===== src/rtl/sdram_arbiter.sv =====
// sdram_arbiter
//   Round-robin arbiter that shares one single-word SDRAM controller bus
//   between three requesters (0: I-cache, 1: D-cache, 2: DMA/GPU).
//   One access is in flight at a time. A watchdog forces completion when the
//   controller never answers. A two-cycle drain absorbs the controller's
//   possibly two-cycle done, so that done is never credited to the next grant.
//
//   state    | meaning
//   ---------+----------------------------------------------------------
//   S_IDLE   | searching for a request, starting after the last grant
//   S_BUSY   | sdc_start held, waiting for sdc_done or watchdog expiry
//   S_DRAIN1 | one cycle that ignores any trailing sdc_done
//   S_DRAIN2 | waits for sdc_done to fall before arbitrating again
//
// Ports
//   clk, reset            system clock, async active-high reset
//   pN_addr/data/we       requester N access descriptor
//   pN_start              requester N request level
//   pN_q, pN_done         requester N read data and one-cycle completion
//   sdc_addr/data/we      access presented to the controller
//   sdc_start             request to the controller, held until sdc_done
//   sdc_q, sdc_done       controller read data and completion
//   arb_timeout           sticky watchdog-expiry flag
module sdram_arbiter #(
    parameter int          TIMEOUT_CYCLES = 1023,
    parameter logic [31:0] TIMEOUT_Q      = 32'hDEADBEEF
) (
    input  logic        clk,
    input  logic        reset,
    input  logic [23:0] p0_addr,
    input  logic [31:0] p0_data,
    input  logic        p0_we,
    input  logic        p0_start,
    output logic [31:0] p0_q,
    output logic        p0_done,
    input  logic [23:0] p1_addr,
    input  logic [31:0] p1_data,
    input  logic        p1_we,
    input  logic        p1_start,
    output logic [31:0] p1_q,
    output logic        p1_done,
    input  logic [23:0] p2_addr,
    input  logic [31:0] p2_data,
    input  logic        p2_we,
    input  logic        p2_start,
    output logic [31:0] p2_q,
    output logic        p2_done,
    output logic [23:0] sdc_addr,
    output logic [31:0] sdc_data,
    output logic        sdc_we,
    output logic        sdc_start,
    input  logic [31:0] sdc_q,
    input  logic        sdc_done,
    output logic        arb_timeout
);

    typedef enum logic [1:0] {S_IDLE, S_BUSY, S_DRAIN1, S_DRAIN2} state_t;

    localparam int               CNT_W   = 10;
    // The watchdog counts down from this value; expiry is at terminal count 0,
    // which lands on the TIMEOUT_CYCLES-th cycle spent in S_BUSY.
    localparam logic [CNT_W-1:0] WD_LOAD = CNT_W'(TIMEOUT_CYCLES - 1);

    state_t           state_q, state_d;
    logic [1:0]       grant_q, grant_d;
    logic [1:0]       last_grant_q, last_grant_d;
    logic [CNT_W-1:0] wd_cnt_q, wd_cnt_d;
    logic [23:0]      sdc_addr_q, sdc_addr_d;
    logic [31:0]      sdc_data_q, sdc_data_d;
    logic             sdc_we_q, sdc_we_d;
    logic             sdc_start_q, sdc_start_d;
    logic [2:0][31:0] q_q, q_d;
    logic [2:0]       done_q, done_d;
    logic             arb_timeout_q, arb_timeout_d;

    logic [3:0]       req;
    logic             found;
    logic [1:0]       win;
    logic [1:0]       cand;

    // Bit 3 pads the vector so a 2-bit index never falls outside it.
    assign req = {1'b0, p2_start, p1_start, p0_start};

    function automatic logic [1:0] rr_port(input logic [1:0] base, input logic [1:0] step);
        logic [2:0] sum;
        sum = {1'b0, base} + {1'b0, step};
        if (sum >= 3'd3) sum = sum - 3'd3;
        return sum[1:0];
    endfunction

    always_comb begin
        state_d       = state_q;
        grant_d       = grant_q;
        last_grant_d  = last_grant_q;
        wd_cnt_d      = wd_cnt_q;
        sdc_addr_d    = sdc_addr_q;
        sdc_data_d    = sdc_data_q;
        sdc_we_d      = sdc_we_q;
        sdc_start_d   = sdc_start_q;
        q_d           = q_q;
        done_d        = '0;
        arb_timeout_d = arb_timeout_q;
        found         = 1'b0;
        win           = '0;
        cand          = '0;

        case (state_q)
            S_IDLE: begin
                // Search starts one past the last grant, so the port granted
                // last is checked last.
                for (int i = 1; i <= 3; i++) begin
                    cand = rr_port(last_grant_q, 2'(i));
                    if (!found && req[cand]) begin
                        found = 1'b1;
                        win   = cand;
                    end
                end
                if (found) begin
                    case (win)
                        2'd1: begin
                            sdc_addr_d = p1_addr;
                            sdc_data_d = p1_data;
                            sdc_we_d   = p1_we;
                        end
                        2'd2: begin
                            sdc_addr_d = p2_addr;
                            sdc_data_d = p2_data;
                            sdc_we_d   = p2_we;
                        end
                        default: begin
                            sdc_addr_d = p0_addr;
                            sdc_data_d = p0_data;
                            sdc_we_d   = p0_we;
                        end
                    endcase
                    sdc_start_d = 1'b1;
                    grant_d     = win;
                    wd_cnt_d    = WD_LOAD;
                    state_d     = S_BUSY;
                end
            end
            S_BUSY: begin
                wd_cnt_d = wd_cnt_q - CNT_W'(1);
                if (sdc_done || (wd_cnt_q == '0)) begin
                    sdc_start_d     = 1'b0;
                    q_d[grant_q]    = sdc_done ? sdc_q : TIMEOUT_Q;
                    done_d[grant_q] = 1'b1;
                    last_grant_d    = grant_q;
                    state_d         = S_DRAIN1;
                    if (!sdc_done) arb_timeout_d = 1'b1;
                end
            end
            S_DRAIN1: state_d = S_DRAIN2;
            S_DRAIN2: if (!sdc_done) state_d = S_IDLE;
            default:  state_d = S_IDLE;
        endcase
    end

    always_ff @(posedge clk or posedge reset) begin
        if (reset) begin
            state_q       <= S_IDLE;
            grant_q       <= '0;
            last_grant_q  <= 2'd2;
            wd_cnt_q      <= '0;
            sdc_addr_q    <= '0;
            sdc_data_q    <= '0;
            sdc_we_q      <= 1'b0;
            sdc_start_q   <= 1'b0;
            q_q           <= '0;
            done_q        <= '0;
            arb_timeout_q <= 1'b0;
        end else begin
            state_q       <= state_d;
            grant_q       <= grant_d;
            last_grant_q  <= last_grant_d;
            wd_cnt_q      <= wd_cnt_d;
            sdc_addr_q    <= sdc_addr_d;
            sdc_data_q    <= sdc_data_d;
            sdc_we_q      <= sdc_we_d;
            sdc_start_q   <= sdc_start_d;
            q_q           <= q_d;
            done_q        <= done_d;
            arb_timeout_q <= arb_timeout_d;
        end
    end

    assign p0_q        = q_q[0];
    assign p1_q        = q_q[1];
    assign p2_q        = q_q[2];
    assign p0_done     = done_q[0];
    assign p1_done     = done_q[1];
    assign p2_done     = done_q[2];
    assign sdc_addr    = sdc_addr_q;
    assign sdc_data    = sdc_data_q;
    assign sdc_we      = sdc_we_q;
    assign sdc_start   = sdc_start_q;
    assign arb_timeout = arb_timeout_q;

endmodule


===== config.mk =====
export PLATFORM = sky130hd
export DESIGN_NAME = sdram_arbiter
export DESIGN_NICKNAME = d
export VERILOG_FILES = /design/src/rtl/sdram_arbiter.sv
export SDC_FILE = /design/constraint.sdc
export NUM_CORES = 1
export LEC_CHECK = 0
export ABC_AREA = 1
export CAP_MARGIN = 20
export CORE_MARGIN = 10
export CORE_UTILIZATION = 42
export CTS_CLUSTER_DIAMETER = 120
export CTS_CLUSTER_SIZE = 28
export DETAILED_ROUTE_END_ITERATION = 16
export GPL_TIMING_DRIVEN = 0
export PLACE_DENSITY = 0.8
export SLEW_MARGIN = 10
export SYNTH_ARGS = -nofsm -noshare
export SYNTH_HDL_FRONTEND = slang
export SYNTH_SLANG_ARGS = --single-unit

===== constraint.sdc =====
create_clock -name clk -period 8.8 [get_ports clk]
set_clock_uncertainty 0.2 [all_clocks]
set_input_delay 1.76 -clock clk [delete_from_list [all_inputs] [get_ports clk]]
set_output_delay 1.76 -clock clk [all_outputs]
set_load 0.03 [all_outputs]

After elaboration in Yosys (flattened, before gate mapping)
Cells that the tools add are included.
{"block": "totals", "regBits": 174, "input_bits": 209, "out_inout_bits": 158, "word_cells": 94}
{"block": "op_classes", "addsub": 7, "order_cmp": 8, "n_eq_ne": 8, "n_mux": 42, "bitwise_logic": 1, "reduce_logical": 15}
{"cell": "$bwmux 96", "n": 1}
{"cell": "$demux 32 s2", "n": 1}
{"cell": "$mux 32", "n": 2}
{"cell": "$pmux 32 s2", "n": 1}
{"cell": "$pmux 24 s2", "n": 1}
{"cell": "$mux 2", "n": 13}
{"cell": "$pmux 10 s2", "n": 1}
{"cell": "$lt 2x3->1 const B", "n": 4}
{"cell": "$mux 1", "n": 12}
{"cell": "$logic_not 10->1", "n": 1}
{"cell": "$mux 10", "n": 1}
{"cell": "$sub 10x1->10 const B", "n": 1}
{"cell": "$ge 3x2->1 const B", "n": 3}
{"cell": "$reduce_and 3->1", "n": 3}
{"cell": "$pmux 2 s4", "n": 1}
{"cell": "$add 2x2->3 const B", "n": 2}
{"cell": "$bmux 1 s2", "n": 3}
{"cell": "$eq 2x2->1 const B", "n": 3}
{"cell": "$mux 3", "n": 2}
{"cell": "$ne 2x2->1 const B", "n": 3}
{"cell": "$reduce_and 2->1", "n": 3}
{"cell": "$sub 2x2->2 const B", "n": 3}
{"cell": "$eq 2x1->1 const B", "n": 2}
{"cell": "$pmux 1 s2", "n": 2}
{"cell": "9 further kinds", "n": 12}

Longest topological paths before layout
Gate-level depths: netlist of the first run.
{"block": "depth", "depth_word": 18, "depth_mapped": 18, "mapped_depth_nobuf": 15}

Worst setup path after synthesis of the first run
No wires, ideal clock.
{"block": "synth_path", "kind": "input-to-reg", "startpoint": "input p0_start", "endpoint": "register sdc_addr_q[17], in the netlist sdc_addr[17]", "setup_ps": 130, "arrival_ps": 3450, "required_time_ps": 8470, "setup_slack_ps": 5020, "stages": 13, "n_path_buf": 2, "path_cell_list": "nand2_1 > nand3_2 > nand2_2 > nand2_1 > nor2_1 > nand2_1 > nand2_1 > inv_1 > ha_1 > clkbuf_1 > buf_1 > mux2i_1 > o21ai_0"}
{"block": "synth_between", "elab_chain_cells": 14, "elab_cells_between_ends": 24, "cone_classes": "eq/ne (2); mux (17); reduce/logical (5)"}
{"item": "start: declaration", "line": "33", "text": "input logic p0_start,"}
{"item": "$bmux 1 s2", "line": "113", "text": "if (!found && req[cand]) begin"}
{"item": "$mux 1 (not written as such)", "line": "113"}
{"item": "$mux 1", "line": "113"}
{"item": "$mux 1", "line": "107", "text": "case (state_q)"}
{"item": "$logic_not 1->1", "line": "113"}
{"item": "$logic_and 1x1->1", "line": "113"}
{"item": "$mux 1", "line": "113"}
{"item": "$mux 1", "line": "107"}
{"item": "$logic_not 1->1", "line": "113"}
{"item": "$logic_and 1x1->1", "line": "113"}
{"item": "$mux 2", "line": "113"}
{"item": "$mux 2", "line": "107"}
{"item": "$eq 2x2->1 / $eq 2x1->1 (equally long branches)", "line": "119", "text": "case (win)"}
{"item": "$pmux 24 s2", "line": "119"}
{"item": "end signal: assignment", "line": "177", "text": "sdc_addr_q <= sdc_addr_d;"}
{"item": "end: declaration", "line": "68", "text": "logic [23:0] sdc_addr_q, sdc_addr_d;"}
Several ways; a longest one is shown, not always the timed one. The select of a mux whose other input is x is not followed.
A chain may end at the register's enable or synchronous reset.

Worst setup path in the final report of the first run
{"block": "layout_path", "startpoint": "input p0_start", "endpoint": "register sdc_addr_q[11], in the netlist sdc_addr[11]"}
The elaborated chain is that of the path after synthesis.

==> results.cfg, run 1 <==
[synth]
ys_ff_latch = 174
synth_ff_type = dfrtp_1
yosysTopAreaCell = dfrtp_1
syn_nets = 1096
async_flop_share_pct = 100
ys_warn_count = 0
ys_seq_area_share_pct = 52.7
yosys-top-cells-count = 228 x nand2_1, 173 x dfrtp_1, 100 x o21ai_0, 59 x o21ai_1
syn_area_sq_mm = 0.00827
yosysMostFrequentCell = nand2_1
syn_inst = 876
synth_edf_count = 0
synth.area.top_cells = dfrtp_1 52%, nand2_1 10%, mux2i_1 6.9%
ys_types = 33
syn_avg_cell_area_sq_um = 9.44
synth_top_area_share_pct = 52.4

[power_and_ir_drop]
switchingPower_mw = 2.93
clock_power_share_pct = 12.1
total_leakage_power_nw = 5.91
p_seq_share_pct = 22.6
pwr-share-comb_pct = 65.3
vdd_drop_max_v = 0.000290
p_per_area_mw_per_mm2 = 479
sw_frac_of_total_pct = 47.5
internal_power_mw = 3.25

[global_route]
overflow = 0
antenna_found_initial = 4
grt_pass1_vias = 8009
grt_max_degree = 114
gr-usage-all-layers_pct = 23.5
grt_first_pass_wirelength_um = 47300

[floorplan]
die_w_um = 160
coreArea_sq_mm = 0.0194
row_count = 51
die_y_um = 160
io_pins = 367
die_area_sq_mm = 0.0257
start_util_pct = 42.6

[flow_run]
cap_violations = 0

[placed_design]
dpl.hpwl_um = 24700
postPlaceCellArea_sq_mm = 0.0123
placement.io_buffers = 366
routabilityCongestion = 0.902

[route]
ant_nets = 0
firstDrtPassIters = 5
post_drt_wl_per_cell_um = 20.1
num_vias = 7917
drc = 0
viasPerCell = 5.13
drt-initial-drc-count = 522
finalWirelength_um = 31000

[layout]
nets = 1482
multi_input_area_sq_mm = 0.00337
register_area_sq_mm = 0.00436
stdcell_area_sq_mm = 0.0129
drive_gt1_share_pct = 6.82
syn_to_final_growth_pct = 56.0
n_fill_cell = 1628

[sta]
worst_hold_slack_ps = 285
maxSlewViolCount = 0
fmax_ghz = 0.231
slew_headroom_pct = 46.5
post-route-period-util_pct = 49.2
hold_violations = 0
setup_viol = 0
tightest_slew_ps = 802
setup_tns_ps = 0
fin_crit_ps = 4330
rsz0062_at_grt = false

[worst_setup_path]
crit_arrival_ps = 4430
cp-end-kind = flip-flop
crit_buf_inv = 5
worstPathCellList = clkdlybuf4s50_1 -> inv_1 -> nand3_1 -> nand3_2 -> nor2_1 -> nand2_1 -> nand2_1 -> inv_1 -> ha_1 -> clkbuf_1 -> buf_1 -> mux2i_1 -> o21ai_0
critical_path.top_delay_family = buffers and inverters
reg2reg_depth = 16
cp_num_cells = 13
crit_fanout = 10
crit_type = in2reg
crit_required_ps = 8900
crit_slowest_cell = buf_1
cpPeakStageDelay_ps = 620
start_kind = primary input

[clocking]
cts_resized = 0
cts_sinks = 174
cts_buffer_depth = 2
post_cts_buffers = 0
clk_pin_slew_ps = 70
cts_buffers = 17
cts_tree = built
ctsHoldBuffers = 0
h-tree-depth = 4
clk_latency_ps = 430
cts-root-buf = clkbuf_16

[outcome]
status = complete, no violations

[worst_hold_path]
whs_path_depth = 2
hold_path.class = reg2reg
==> cell families (layout without fill, tap and decap cells) <==
| kind of cell | Yosys count | count (layout) | share of synthesized area (%) |
|---|---|---|---|
| and+or+nand+nor | 319 | 319 | 16.2 |
| AOI/OAI and AO/OA | 221 | 221 | 16.0 |
| DFF | 174 | 174 | 52.7 |
| buffers and inverters | 94 | 493 | 6.54 |
| muxes | 57 | 57 | 6.90 |
| adders and majority gates | 11 | 11 | 1.66 |
| other | 0 | 3 | 0 |
==> cell usage in the layout (no fill, tap or decap), drive strengths merged, types with 6 or more instances in the layout <==
master and count:
nor2 40, a22o 57, buf 39, clkbuf 40, clkdlybuf4s50 366, ha 11, dfrtp 173, clkinv 6
mux2i 57, nand3 38, o21ai 159, inv 41, nand2 232
==> per-stage QoR <==
stage / setup slack (ps) / total power [mW] / std cells / util (%)
after detailed placement: 4010 / 5.47 / 1508 / 63.4
after floorplan: 2120 / 4.04 / 876 / -
after global placement: -107 / 5.39 / 1507 / 63.2
after CTS: 4480 / 6.23 / 1540 / 66.4
after global routing: 4240 / 6.59 / 1543 / 66.5
final: 4470 / 6.18 / 1543 / 66.5
==> per-layer routing <==
layer	up-vias	global-route usage, %	part of all wire, %
met5	-	0	0.042
li1	3751	-	-
met3	42	8.44	9.5
met1	3778	25.8	37
met2	344	40.4	50
met4	2	9.64	2.8
==> worst register-to-register path: stages, from the launching register on <==
cell and delay (ps):
dfrtp_1 450, inv_1 120, ha_1 320, buf_6 140, inv_4 70, o21ai_0 100, nand2_1 130, nand2_1 60
nor2_1 110, nand2_1 60, nand2_1 110, inv_1 60, ha_1 260, clkbuf_1 130, buf_1 620, mux2i_1 360
o21ai_0 140
==> worst paths after layout <==
| path | startpoint | end | slack, ps |
|---|---|---|---|
| min in group asynchronous | reset | p1_q[0] | 1550 |
| max reg2reg | last_grant_q[0] | sdc_addr[11] | 5220 |
| min | sdc_addr[20] | sdc_addr[20] | 280 |
| max in group asynchronous | reset | p2_q[23] | 5920 |
| min reg2reg | sdc_addr[20] | sdc_addr[20] | 280 |
| max | p0_start | sdc_addr[11] | 4470 |
==> registers in the layout (all words and copies together), names as in the netlist <==
name	cells
wd_cnt_q	10
sdc_addr	24
done_q	3
p0_q	32
last_grant_q	2
sdc_we	1
state_q	2
p2_q	32
grant_q	2
p1_q	32
sdc_data	32
sdc_start	1
arb_timeout	1
==> power by group through the flow <==
stage               logic [mW]  clock network (mW)  registers, mW
finish                    4.04               0.746           1.40
global route              4.36               0.786           1.44
CTS                       4.07               0.760           1.40
detailed placement        4.06                   0           1.41
global placement          4.00                   0           1.39
floorplan                 2.03                   0           2.01
==> area by class of cell <==
type / count / share of cell area (%)
Antenna cell: 3 / 0.0582
Sequential cell: 174 / 33.8
Tap cell: 265 / 2.57
Inverter: 33 / 1.04
Timing Repair Buffer: 367 / 28.6
Clock inverter: 15 / 1.29
Multi-Input combinational cell: 608 / 26.1
Clock buffer: 17 / 3.30
Buffer: 61 / 3.21
No activity file was read; power rests on OpenSTA's default activity.
==> run 2, diff against run 1 <==
Settings changed: CORE_UTILIZATION 42 to 38, PLACE_DENSITY 0.8 to 0.77.
Clock period 8.8 ns to 3.8 ns, I/O delays scaled along.
==> run 2 against run 1 <==
Critical path depth increased by 4. Register-to-register slack worse by 4900 ps. Cell area increased by 0.94%.
==> results.cfg, run 2 (synthesis results as in run 1) <==
[power_and_ir_drop]
p_per_area_mw_per_mm2 = 1100
total_leakage_power_nw = 5.96
vdd_drop_max_v = 0.000873

[floorplan]
io_pins = 367
die_y_um = 167
die_area_sq_mm = 0.0281
start_util_pct = 39.0
row_count = 53
die_w_um = 167
coreArea_sq_mm = 0.0212

[global_route]
grt_first_pass_wirelength_um = 48500
overflow = 0
gr-usage-all-layers_pct = 21.8
antenna_found_initial = 2
grt_max_degree = 41
grt_pass1_vias = 8405

[worst_hold_path]
hp-start = sdc_start
hold_path.class = reg2reg

[flow_run]
cap_violations = 0

[worst_setup_path]
critical_path.startpoint = last_grant_q[0]
rrSetupSlack_ps = 300
crit_required_ps = 3890
cp-end-kind = flip-flop
timing.rr.start = last_grant_q[0]
crit_type = reg2reg
crit_fanout = 10
start_kind = flip-flop
crit_arrival_ps = 3590

[route]
drc = 0
drt-initial-drc-count = 683
firstDrtPassIters = 5
num_vias = 7888
post_drt_wl_per_cell_um = 20.4
finalWirelength_um = 31700
viasPerCell = 5.07
ant_nets = 0

[clocking]
post_cts_buffers = 0
cts_tree = built
h-tree-depth = 4
cts_buffer_depth = 2
clk_latency_ps = 420
ctsHoldBuffers = 0
cts_sinks = 174
clk_pin_slew_ps = 70
cts_buffers = 17
cts-root-buf = clkbuf_16

[sta]
slew_headroom_pct = 56.6
hold_violations = 0
tightest_slew_ps = 651
rsz0062_at_grt = false
setup_viol = 0
maxSlewViolCount = 0
setup_tns_ps = 0
fin_crit_ps = 3500
fin_ws_ps = 296
post-route-period-util_pct = 92.2
fmax_ghz = 0.285

[layout]
drive_gt1_share_pct = 7.27
syn_to_final_growth_pct = 57.5
stdcell_area_sq_mm = 0.0130
layout_commonest_cell = clkdlybuf4s50_1
final_cell_mix = 366 x clkdlybuf4s50_1, 228 x nand2_1, 173 x dfrtp_1
post-route-util_pct = 61.3
fin_cells = 1555
nets = 1486

[placed_design]
placement.io_buffers = 366
pre_cts_slack_ps = 57.5
postPlaceCellArea_sq_mm = 0.0124
routabilityCongestion = 0.901
dpl.hpwl_um = 25700
dp_cells = 1522

[outcome]
status = complete, no violations
[run 2: final cells by class]
cell class | count | area, sq um
Sequential cell | 174 | 4360
Multi-Input combinational cell | 608 | 3370
Fill cell | 1827 | 8200
Clock buffer | 17 | 425
Timing Repair Buffer | 371 | 3760
Inverter | 33 | 130
Buffer | 61 | 417
Tap cell | 275 | 344
Clock inverter | 15 | 209
Antenna cell | 1 | 2.50
[run 2: repair_timing]
action	in CTS	in global routing
resized for setup	0	3
endpoints found under the setup margin	0	3
endpoints found under the hold margin	0	0
[run 2: final timing paths]
kind	to	cells past startpoint
min	sdc_start	2
max reg2reg	sdc_data[2]	17
max	sdc_data[2]	17
max in group asynchronous	sdc_data[1]	5
min in group asynchronous	p0_q[21]	2
min reg2reg	sdc_start	2
[run 2: report_power, final]
group	switching, mW	internal, mW	leakage [nW]
Clock	0.888	0.908	0.303
Combinational	5.39	3.92	3.47
Sequential	0.522	2.73	2.19
Total	6.80	7.55	5.96
[run 2: through the flow]
stage	power, mW	hold slack, ps
finish	14.4	273
global route	15.3	302
CTS	14.5	276
detailed placement	12.7	260
global placement	12.5	257
floorplan	9.36	268
[run 2: per-layer routing]
metal  wire length [um]  share of wire [%]  GRT usage [%]
met1              11900                 38           24.0
met2              15800                 50           38.1
met3               3050                9.6           7.94
met4                918                2.9           7.57
met5                  7              0.022              0
[run 2: critical path, stage by stage (launching register included)]
cell and delay (ps):
dfrtp_1 450, inv_1 120, ha_1 320, buf_6 140
inv_4 80, o21ai_0 110, nand2_1 130, nand2_1 60
nor2_1 130, nand2_1 70, nand2_1 120, inv_1 60
ha_1 260, clkbuf_1 150, buf_4 230, buf_2 340
mux2i_1 270, o21ai_0 130
==> run 3, diff against run 2 <==
Settings changed: SLEW_MARGIN 10 to 20.
==> run 3 against run 2 <==
Utilization barely moved. Wire length is essentially flat. Power is essentially flat. Setup slack lost 6.6 ps. Largest cell class unchanged. Highest routed layer unchanged.
==> results.cfg, run 3 (synthesis results as in run 1) <==
[outcome]
status = complete, no violations

[worst_setup_path]
start_kind = flip-flop
cp-end-kind = flip-flop
crit_required_ps = 3890
crit_fanout = 10
crit_arrival_ps = 3600
crit_type = reg2reg

[route]
num_vias = 7894
viasPerCell = 5.07
drt-initial-drc-count = 681
ant_nets = 0
finalWirelength_um = 31700
drc = 0
post_drt_wl_per_cell_um = 20.3
firstDrtPassIters = 5

[sta]
fmax_ghz = 0.285
setup_viol = 0
hold_violations = 0
rsz0062_at_grt = false
slew_headroom_pct = 56.1
maxSlewViolCount = 0
setup_tns_ps = 0
post-route-period-util_pct = 92.4
tightest_slew_ps = 659
fin_crit_ps = 3510

[flow_run]
cap_violations = 0

[floorplan]
start_util_pct = 39.0
die_w_um = 167
die_y_um = 167
row_count = 53
io_pins = 367
die_area_sq_mm = 0.0281
coreArea_sq_mm = 0.0212

[clocking]
cts_resized = 0
clk_latency_ps = 420
cts_buffers = 17
post_cts_buffers = 0
ctsHoldBuffers = 0
clk_pin_slew_ps = 70
h-tree-depth = 4
cts_tree = built
cts_sinks = 174
cts-root-buf = clkbuf_16
cts_buffer_depth = 2

[layout]
drive_gt1_share_pct = 7.27
nets = 1486
syn_to_final_growth_pct = 57.5
layout_commonest_cell = clkdlybuf4s50_1
final_cell_mix = 366 x clkdlybuf4s50_1, 228 x nand2_1, 173 x dfrtp_1
stdcell_area_sq_mm = 0.0130

[power_and_ir_drop]
vdd_drop_max_v = 0.000699
total_leakage_power_nw = 5.96
switchingPower_mw = 6.79
pwr-share-comb_pct = 64.8
p_seq_share_pct = 22.6
sw_frac_of_total_pct = 47.3
internal_power_mw = 7.55
clock_power_share_pct = 12.6
p_per_area_mw_per_mm2 = 1100

[placed_design]
postPlaceCellArea_sq_mm = 0.0124
dpl.hpwl_um = 25700
placement.io_buffers = 366
routabilityCongestion = 0.901

[global_route]
gr-usage-all-layers_pct = 21.9
grt_first_pass_wirelength_um = 48700
grt_max_degree = 37
overflow = 0
antenna_found_initial = 2
grt_pass1_vias = 8450

[worst_hold_path]
hold_path.class = reg2reg
run 3: cell types whose count changed in the layout (fill, tap and decap cells not counted), sizes merged:
cell    delta
clkinv     +1
diode      +1
inv        -1
run 3: power by group through the flow:
stage,sequential [mW],combinational [mW],clock [mW]
after global placement,3.24,9.24,0
final,3.25,9.29,1.80
after global routing,3.37,10.1,1.91
after floorplan,4.66,4.71,0
after detailed placement,3.27,9.37,0
after CTS,3.25,9.40,1.84
run 3: worst max-delay path, stage by stage (launching register included):
cell	delay, ps
dfrtp_1	460
inv_1	120
ha_1	320
buf_6	140
inv_4	80
o21ai_0	110
nand2_1	130
nand2_1	60
nor2_1	140
nand2_1	70
nand2_1	130
inv_1	60
ha_1	270
clkbuf_1	150
buf_4	230
buf_2	330
mux2i_1	260
o21ai_0	120
run 3: area by class of cell:
cell class,count,area (sq um)
antenna,2,5.00
tap,275,344
sequential,174,4360
inverter,33,130
multi-input combinational,608,3370
clock buffer,17,425
clock inverter,15,211
buffer,61,417
timing repair buffer,371,3760
fill,1839,8200
run 3: metrics by stage:
stage / power (mW) / util [%] / hold slack [ps] / setup slack, ps / cells
after global routing: 15.3 / 61.3 / 305 / 29.3 / 1554
after global placement: 12.5 / 57.9 / 257 / -847 / 1517
after floorplan: 9.36 / - / 268 / 616 / 876
final: 14.3 / 61.4 / 272 / 290 / 1556
after detailed placement: 12.6 / 58.3 / 260 / 70.1 / 1522
after CTS: 14.5 / 61.3 / 277 / 283 / 1554
run 3: path summary, 6_finish.rpt:
| kind | cells past startpoint | endpoint | from | slack (ps) |
|---|---|---|---|---|
| min | 2 | sdc_start | sdc_start | 270 |
| max | 17 | sdc_data[2] | last_grant_q[0] | 290 |
| min reg2reg | 2 | sdc_start | sdc_start | 270 |
| max in group asynchronous | 4 | last_grant_q[1] | reset | 2060 |
| min in group asynchronous | 2 | p0_q[20] | reset | 510 |
| max reg2reg | 17 | sdc_data[2] | last_grant_q[0] | 290 |
run 3: per-layer routing:
layer | wire length [um] | global-route usage [%]
met1 | 11700 | 23.7
met2 | 15900 | 38.9
met3 | 3150 | 8.03
met4 | 836 | 6.96
met5 | 11 | 0
